==> src/rtl/ex_mem_reg.sv <==
// ============================================================================
// ex_mem_reg
// ----------------------------------------------------------------------------
// EX/MEM pipeline register. It sits directly behind the 64-bit ALU and hands
// the captured result, store data, branch target, destination register and
// qualified control bits to the MEM stage and the forwarding unit. It also
// resolves branch-taken, raises the overflow trap and keeps a saturating
// count of overflow events.
//
// Parameters
//   XLEN        datapath width (ALU result, store data, branch target)
//   TRAP_ON_OVF 1 = overflow raises ovf_exc and kills side effects,
//               0 = overflow is only counted
//   CNT_W       width of the overflow event counter
//
// Ports
//   clk, reset          rising-edge clock, synchronous active-high reset
//   stall, flush        hold everything / replace the capture with a bubble
//   in_valid            EX stage holds a real instruction
//   alu_result, alu_zero, alu_overflow   ALU outputs
//   rs2_data, branch_target, rd_in       data fields from EX
//   reg_write_in, mem_read_in, mem_write_in, mem_to_reg_in, branch_in
//                       decoded control from EX
//   out_valid           MEM stage holds a real instruction
//   mem_alu_result, mem_store_data, mem_branch_target, mem_rd
//                       registered data fields (mem_alu_result also forwards)
//   mem_reg_write, mem_read, mem_write, mem_to_reg   qualified control
//   branch_taken        registered branch resolution
//   ovf_exc             registered overflow trap
//   ovf_count           saturating overflow event count
// ============================================================================
module ex_mem_reg #(
    parameter int XLEN        = 64,
    parameter bit TRAP_ON_OVF = 1'b1,
    parameter int CNT_W       = 16
) (
    input  logic             clk,
    input  logic             reset,
    input  logic             stall,
    input  logic             flush,
    input  logic             in_valid,
    input  logic [XLEN-1:0]  alu_result,
    input  logic             alu_zero,
    input  logic             alu_overflow,
    input  logic [XLEN-1:0]  rs2_data,
    input  logic [XLEN-1:0]  branch_target,
    input  logic [4:0]       rd_in,
    input  logic             reg_write_in,
    input  logic             mem_read_in,
    input  logic             mem_write_in,
    input  logic             mem_to_reg_in,
    input  logic             branch_in,
    output logic             out_valid,
    output logic [XLEN-1:0]  mem_alu_result,
    output logic [XLEN-1:0]  mem_store_data,
    output logic [XLEN-1:0]  mem_branch_target,
    output logic [4:0]       mem_rd,
    output logic             mem_reg_write,
    output logic             mem_read,
    output logic             mem_write,
    output logic             mem_to_reg,
    output logic             branch_taken,
    output logic             ovf_exc,
    output logic [CNT_W-1:0] ovf_count
);

    logic             r_valid;
    logic [XLEN-1:0]  r_aluResult;
    logic [XLEN-1:0]  r_storeData;
    logic [XLEN-1:0]  r_branchTarget;
    logic [4:0]       r_rd;
    logic             r_regWrite;
    logic             r_memRead;
    logic             r_memWrite;
    logic             r_memToReg;
    logic             r_branchTaken;
    logic             r_ovfExc;
    logic [CNT_W-1:0] r_ovfCount;

    logic             w_suppress;
    logic             w_ovfEvent;
    logic             w_cntSat;

    // A trapping overflow must not write the register file or memory.
    // mem_to_reg only selects the writeback mux, so it is left ungated.
    assign w_suppress = TRAP_ON_OVF & alu_overflow;
    assign w_ovfEvent = in_valid & alu_overflow;
    assign w_cntSat   = &r_ovfCount;

    // Single register bank with priority reset > flush > stall > load.
    // The counter only advances on a load, so a stalled instruction that
    // overflows is counted exactly once, when it finally moves on.
    always_ff @(posedge clk) begin
        if (reset) begin
            r_valid        <= 1'b0;
            r_aluResult    <= '0;
            r_storeData    <= '0;
            r_branchTarget <= '0;
            r_rd           <= '0;
            r_regWrite     <= 1'b0;
            r_memRead      <= 1'b0;
            r_memWrite     <= 1'b0;
            r_memToReg     <= 1'b0;
            r_branchTaken  <= 1'b0;
            r_ovfExc       <= 1'b0;
            r_ovfCount     <= '0;
        end else if (flush) begin
            r_valid        <= 1'b0;
            r_aluResult    <= '0;
            r_storeData    <= '0;
            r_branchTarget <= '0;
            r_rd           <= '0;
            r_regWrite     <= 1'b0;
            r_memRead      <= 1'b0;
            r_memWrite     <= 1'b0;
            r_memToReg     <= 1'b0;
            r_branchTaken  <= 1'b0;
            r_ovfExc       <= 1'b0;
        end else if (!stall) begin
            r_valid        <= in_valid;
            r_aluResult    <= alu_result;
            r_storeData    <= rs2_data;
            r_branchTarget <= branch_target;
            r_rd           <= rd_in;
            // x0 is hardwired to zero, so a write to it is dropped here.
            r_regWrite     <= in_valid & reg_write_in & ~w_suppress & (rd_in != 5'd0);
            r_memRead      <= in_valid & mem_read_in  & ~w_suppress;
            r_memWrite     <= in_valid & mem_write_in & ~w_suppress;
            r_memToReg     <= in_valid & mem_to_reg_in;
            r_branchTaken  <= in_valid & branch_in & alu_zero;
            r_ovfExc       <= in_valid & alu_overflow & TRAP_ON_OVF;
            if (w_ovfEvent && !w_cntSat) begin
                r_ovfCount <= r_ovfCount + 1'b1;
            end
        end
    end

    assign out_valid         = r_valid;
    assign mem_alu_result    = r_aluResult;
    assign mem_store_data    = r_storeData;
    assign mem_branch_target = r_branchTarget;
    assign mem_rd            = r_rd;
    assign mem_reg_write     = r_regWrite;
    assign mem_read          = r_memRead;
    assign mem_write         = r_memWrite;
    assign mem_to_reg        = r_memToReg;
    assign branch_taken      = r_branchTaken;
    assign ovf_exc           = r_ovfExc;
    assign ovf_count         = r_ovfCount;

endmodule

==> config.mk <==
export PLATFORM = sky130hd
export DESIGN_NAME = ex_mem_reg
export DESIGN_NICKNAME = d
export VERILOG_FILES = /design/src/rtl/ex_mem_reg.sv
export SDC_FILE = /design/constraint.sdc
export NUM_CORES = 1
export LEC_CHECK = 0
export ABC_AREA = 1
export CAP_MARGIN = 20
export CORE_AREA = 2 2 167 169
export CTS_CLUSTER_SIZE = 10
export DETAILED_ROUTE_END_ITERATION = 8
export DIE_AREA = 0 0 169 171
export HOLD_SLACK_MARGIN = 0.02
export PLACE_DENSITY_LB_ADDON = 0.3
export SYNTH_ARGS = -nofsm -noshare
export SYNTH_HDL_FRONTEND = slang
export SYNTH_SLANG_ARGS = --single-unit
==> constraint.sdc <==
create_clock -name clk -period 1.3 [get_ports clk]
set_input_delay 0.26 -clock clk [delete_from_list [all_inputs] [get_ports clk]]
set_output_delay 0.26 -clock clk [all_outputs]
set_load 0.03 [all_outputs]
Word-level counts from Yosys, hierarchy flattened
Cells that the tools add are included.

Bits in registers: 220. Latch bits: 0. Bits in read-only memories: 0. Memory bits (writable): 0. Memories: 0. Input port bits: 209.

Magnitude comparators: 0. Equal/unequal tests: 0. Reduce and logical (&&, ||, !) cells: 6. Mux-type cells: 0. Multiply operators: 0. $add $sub $neg: 1. Shifts and indexed selects: 0. Bitwise gates (word level): 14. Div/mod/pow operators: 0.

Operators by type and width (number): adder 16 x 1 -> 16 bit (second input constant) (1); AND reduction 16 bit (1); AND 1 bit (11); nonzero test 5 bit (1); inverter 1 bit (3); AND reduction 3 bit (1); OR reduction 2 bit (1); logical AND 1 bit (1); zero test 1 bit (1).

Logic depth before layout (Yosys ltp)
Depth after elaboration: 4. Gate-level depth with buffers: 10. Mapped depth without buffers: 10.

Worst setup path before layout
Ideal clock, no wire load.

Kind: reg-to-reg. From: register r_ovfCount[0] (netlist: ovf_count[0]). To: register r_ovfCount[9] (netlist: ovf_count[9]). Path buffers: 1. Slack: -0.378 ns. Arrival: 1.612 ns. Cell stages (with the launch flop): 11. Required time: 1.234 ns. Period minus slack after synthesis: 1.678 ns. Path through: dfxtp_1 > ha_1 > nand2_1 > nor2_1 > nand2_1 > inv_1 > nand2_2 > nand2_2 > buf_6 > nand2_1 > a21oi_2.

Cells in the longest elaborated chain, start to end: 4. Elaborated cells on any way between the ends: 5. Classes of those cells: 1 x add/sub; 4 x reduce/logical.

RTL lines: start: declaration (RTL line 78) `logic [CNT_W-1:0] r_ovfCount;`; start signal: assignment (RTL line 133) `r_ovfCount <= r_ovfCount + 1'b1;`; parallel branches: the longest is 4 deep, another holds adder 16 x 1 -> 16 bit.

Parallel ways; which one is timed is not known. A chain may end at the register's enable or synchronous reset.

Worst setup path after layout
From: register r_ovfCount[5] (netlist: ovf_count[5]). To: register r_ovfCount[10] (netlist: ovf_count[10]).

The elaborated chain is that of the path after synthesis.

==> out/qor.yml <==
area_delta_synth_final_pct: 92.7
diodes: 0
synthesis.area_sq_um: 8070
tightest_slew_ns: 0.356
cts.sinks: 220
grt_pass1_wl_um: 43400
htree_levels: 1
ir_drop_mv: 0.881
synthCells: 1043
startpoint_type: "register"
ys_seq_elements: 220
antenna_found_initial: 0
drt-initial-drc-count: 432
avgSynthCellArea_sq_um: 7.73
p_clk_share_pct: 40.3
portBuffers: 428
internal_power_mw: 12.0
power-per-cell-area_nw_per_um2: 1030
vias_per_cell: 4.61
die_w_um: 169
start_util_pct: 29.5
reg2reg_from: "ovf_count[5]$_SDFFE_PP0P_"
gp_congestion: 0.800
yosysWarnings: 0
yosysUniqueCellTypes: 28
clock_tree.buffer_depth: 3
postCtsHoldBufs: 0
die_h_um: 171
reg2reg_to: "ovf_count[10]$_SDFFE_PP0P_"
path_clk_slew_ns: 0.06
vias: 8743
finalInstanceArea_sq_um: 15500
dp_hpwl_um: 20500
design.portCount: 429
p_switching_mw: 4.05
power.leakage_nw: 6.39
p_comb_share_pct: 15.3
worst_setup_path_end_kind: "register"
synth_area_leaders: "dfxtp_1 55%, nand2_1 21%, a21oi_1 13%, buf_2 2.2%, buf_4 1.7%"
fin_ws_ns: -0.109
grt_pass1_vias: 8310
rows: 61
rsz0062_at_grt: "yes"
power_mw: 16.0
grt_use_total_pct: 18.6
nets: 1752
clock.fmax_ghz: 0.710
async_flop_share_pct: 0
cts_root_buf: "clkbuf_16"
crit_arrival_ns: 1.87
crit_end: "ovf_count[10]$_SDFFE_PP0P_"
synth.net_count: 1253
drtAntennaViolNets: 0
drive_gt1_share_pct: 41.3
clock_skew_ns: 0.00621
drtPass1Iterations: 5
yosysSeqAreaShare_pct: 54.6
switching_share_pct: 25.2
synth_edf_count: 0
setup_viol: 31
path_class: "reg -> reg"
finalCriticalPeriod_ns: 1.41
post_drt_wl_per_cell_um: 15.8
timing_hold_violations_final: 0
min_from: "stall"
numCtsBuffers: 26
die_area_sq_um: 28900
violations: "negative setup slack"
cp_data_required_time_ns: 1.76
slew_headroom_pct: 76.2
postPlaceCellArea_sq_um: 13500
overflow: 0
totalWireLength_um: 29900
critical_path.cell_chain: "buf_6, nand2_4, nor2_4, nand2_4, buf_6, nor2_4, nand3_2, nand2_1, inv_1, nor2_1"
hp-class: "in -> reg"
p_seq_share_pct: 44.4
crit_slowest_cell: "dfxtp_2"
reg2regPathDepth: 10
clk_latency_ns: 0.53
grt_start_max_net_pins: 54
synth_top_area_share_pct: 54.6
dp_worst_setup_slack_ns: -0.378
synth-main-ff-cell: "dfxtp_1"
crit_start: "ovf_count[5]$_SDFFE_PP0P_"
drc: 0
rrSetupSlack_ns: -0.11
synth_largest_area_cell: "dfxtp_1"
slew_violations: 0
cts_tree: "yes"
core-area_sq_um: 27300
fin_crit_sh_pct: 108
crit_path_max_incr_delay_ns: 0.36
maxCapViolCount: 0
cp_max_fo: 7
status: "finished with violations"
[logic make-up after synthesis]
logic type | share of synthesized area [%]
xor gates and xnor gates | 0.543
buffers and inverters | 5.88
AOI/OAI and AO/OA | 13.8
and+or+nand+nor | 25.0
adders and majority gates | 0.155
DFF | 54.6
[placed cells by master (no fill, tap or decap), drive strengths merged, types with 2 or more instances in the layout]
cell type,n
a211oi,2
dfxtp,220
buf,333
clkinv,2
inv,22
nand2,453
nand4,6
o21ai,2
nand3,16
a21oi,212
xor2,4
nor2,30
clkdlybuf4s50,207
nor3,3
clkbuf,35
[timing repair]
| item | CTS | global route |
|---|---|---|
| resized for setup | 945 | 118 |
| pin swaps | 15 | 33 |
| endpoints found under the setup margin | 232 | 135 |
| setup buffers | 22 | 22 |
[through the flow]
stage / std cells / hold WS (ns) / utilization (%) / setup TNS, ns
6_report: 1896 / 0.219 / 56.9 / -2.01
5_1_grt: 1896 / 0.223 / 56.9 / -4.04
4_1_cts: 1876 / 0.207 / 55.1 / -2.27
3_5_place_dp: 1818 / 0.454 / 49.6 / -62.81
3_3_place_gp: 1818 / 0.448 / 49.6 / -59.37
2_1_floorplan: 1043 / 0.403 / - / -0.875
[routing by layer]
| layer | vias to the layer above | GRT usage [%] | routed length [um] |
|---|---|---|---|
| li1 | 4321 | - | - |
| met1 | 4041 | 20.7 | 11300 |
| met2 | 319 | 33.9 | 15300 |
| met3 | 62 | 5.32 | 2520 |
| met4 | 0 | 6.21 | 806 |
| met5 | - | 0 | 0 |
[Yosys cell counts, types with 2 or more instances]
cell type	n
dfxtp_1	220
nand2_1	446
xor2_1	4
buf_4	18
o21ai_0	2
nor2_4	2
nand3_1	15
inv_1	20
buf_6	2
nand4_1	6
buf_2	36
a21oi_1	204
nand2_2	6
nor2_1	26
a21oi_2	8
clkbuf_1	13
a211oi_1	2
nor3_1	3
[worst min path at each step]
stage / to / slack, ns / cells after the start
floorplan: mem_alu_result[35]$_SDFFE_PP0N_ / 0.40 / 2
global placement: mem_store_data[57]$_SDFFE_PP0N_ / 0.45 / 2
detailed placement: mem_branch_target[60]$_SDFFE_PP0N_ / 0.45 / 2
CTS: ovf_exc$_SDFFE_PP0N_ / 0.21 / 5
global route: ovf_exc$_SDFFE_PP0N_ / 0.22 / 5
finish: ovf_exc$_SDFFE_PP0N_ / 0.22 / 5
[area by class of cell]
type	instances	area [sq um]
inverter	23	96.3
clock buffer	35	704
sequential	220	4680
tap	346	433
timing repair buffer	540	6130
fill	2364	11800
clock inverter	1	16.3
multi-input combinational	731	3480
[worst max-delay path, delay by kind of cell (launching register included)]
kind / cells / cell delay, ns
DFF: 1 / 0.36
buffers and inverters: 3 / 0.29
and+or+nand+nor: 7 / 0.69
[power groups by stage]
stage	Clock, mW	Sequential, mW	Combinational (mW)
final	6.46	7.12	2.45
after global routing	6.92	7.14	2.60
after CTS	6.66	7.11	2.43
after detailed placement	0	7.21	2.36
after global placement	0	7.20	2.35
after floorplan	0	7.57	0.585
Note: power is estimated with default switching activity, not from simulation.
==> edit (config.mk and constraints unchanged) <==
Set the parameter `TRAP_ON_OVF` to 1'b0 (it was 1'b1).
--- a/src/rtl/ex_mem_reg.sv
+++ b/src/rtl/ex_mem_reg.sv
@@ -31,7 +31,7 @@
 // ============================================================================
 module ex_mem_reg #(
     parameter int XLEN        = 64,
-    parameter bit TRAP_ON_OVF = 1'b1,
+    parameter bit TRAP_ON_OVF = 1'b0,
     parameter int CNT_W       = 16
 ) (
     input  logic             clk,
Formal check against the unedited RTL: not equivalent (Yosys sat finds a counterexample within 4 cycles, from zero or initial values and one cycle with reset high).
==> edit against the unedited design <==
- sequential cell count down 1
- synthesized area down 2.5%
- global-route usage fell by 0.20 points
- worst hold slack got worse by 0.14 ns
- the run still ends with negative setup slack left
- worst setup slack better by 0.029 ns
- total power increased by 2.2%
- die area unchanged
- clock skew decreased by 0.0050 ns
- wire length fell by 4.4%
- final area down 2.3%
==> edit: results (changes against the unedited design) <==
run_status:
  outcome: "finished, violations left"
  violations: "negative setup slack"
power:
  p_clk_uw: 6730  # +4.2%
  p_leak_uw: 0.006187  # -3.2%
  ir_drop_mv: 1.193  # +35%
  switchingPower_uw: 4023  # -0.55%
  clockPowerShare: 0.411  # +0.008
placement:
  placed_area_sq_um: 13560  # +0.17%
  dp_hpwl_um: 20730  # +1.1%
  place_inst: 1801  # -0.94%
  portBuffers: 427  # -0.23%
  gp_congestion: 0.7724  # -3.5%
worst_setup_path:
  cp_slowest_cell: "dfxtp_4"
  r2r-end: "ovf_count[2]$_SDFFE_PP0P_"
  startpoint: "ovf_count[1]$_SDFFE_PP0P_"
  critPathTopFamily: "flip-flops"
  crit_end: "ovf_count[1]"
  crit_fanout: 3  # -4
  r2r_cells: 9  # -1
global_routing:
  grt_max_degree: 73  # +35%
  grt_first_pass_wirelength_um: 42620  # -1.9%
  track_usage: 0.1836  # -0.002044
  first_global_vias: 8153  # -1.9%
finish:
  multi_input_area_sq_um: 3189  # -8.3%
  fin_nets: 1718  # -1.9%
  fill_cells: 2458  # +4.0%
  drive_gt1_frac: 0.3866  # -0.02625
  stdcell_count: 1859  # -2.0%
logic_synthesis:
  synth_compound_gate_area_share: 0.1451  # +0.006704
  synthXorXnorAreaFrac: 0.003341  # -0.002089
  yosys-top-cells-count: "nand2_1, dfxtp_1, a21oi_1, clkbuf_1, nor2_1"
  syn-num-nets: 1233  # -1.6%
  synthAdderAreaFrac: 0.001591  # +0.00003949
  synth_cell_type_count: 29  # +3.6%
  syn_area_per_cell_sq_um: 7.688  # -0.58%
  seq_area_frac_synth: 0.5574  # +0.01135
  synth_area_leaders: "dfxtp_1, nand2_1, a21oi_1, clkbuf_1, nor2_1"
route:
  wl_met3_um: 2714  # +7.5%
  routed_wl_um: 28590  # -4.4%
  wl_met1_um: 10610  # -5.9%
  vias_per_cell: 4.554  # -1.2%
  dr.pass1.iters: 7  # +2
  wl_met2_um: 14470  # -5.5%
timing:
  setup_viol: 29  # -6.5%
  tns_ns: -1.505  # +0.5075 ns
  hold-worst-slack_ns: 0.07688  # -0.1421 ns
  timing.final.ws_setup_ns: -0.07946  # +0.02918 ns
  worst_clock_skew_ns: 0.001162  # -0.005049 ns
hold_path:
  whs_path_depth: 4  # -1
  holdCritStartpoint: "stall"
  min_path_type: "primary input to register"
  whs_endpoint: "out_valid$_SDFFE_PP0N_"
-- edit: cell types whose count changed after synthesis, sizes merged, moves of 4 or more --
cell	before	now
a21oi	212	207
o21ai	2	10
xor2	4	0
nor2	30	42
nand2	453	429
inv	21	17
clkbuf	13	39
buf	56	30
-- edit: cell type report --
class	count	area share
Multi-Input combinational cell	718	0.2101
Tap cell	346	0.02852
Clock buffer	32	0.04773
Timing Repair Buffer	526	0.4010
Clock inverter	1	0.001978
Sequential cell	219	0.3061
Inverter	17	0.004534
-- edit: routing by layer --
layer / vias to the layer above / GRT usage
met3: 56 / 0.06685
li1: 4235 / -
met5: - / 0
met4: 0 / 0.05797
met1: 3861 / 0.2013
met2: 314 / 0.3307
-- edit: what timing repair did --
action,CTS,global route
gates resized for setup,840,158
endpoints found under the setup margin,224,144
pin swaps,5,2
buffers inserted,22,4
gates cloned,0,0
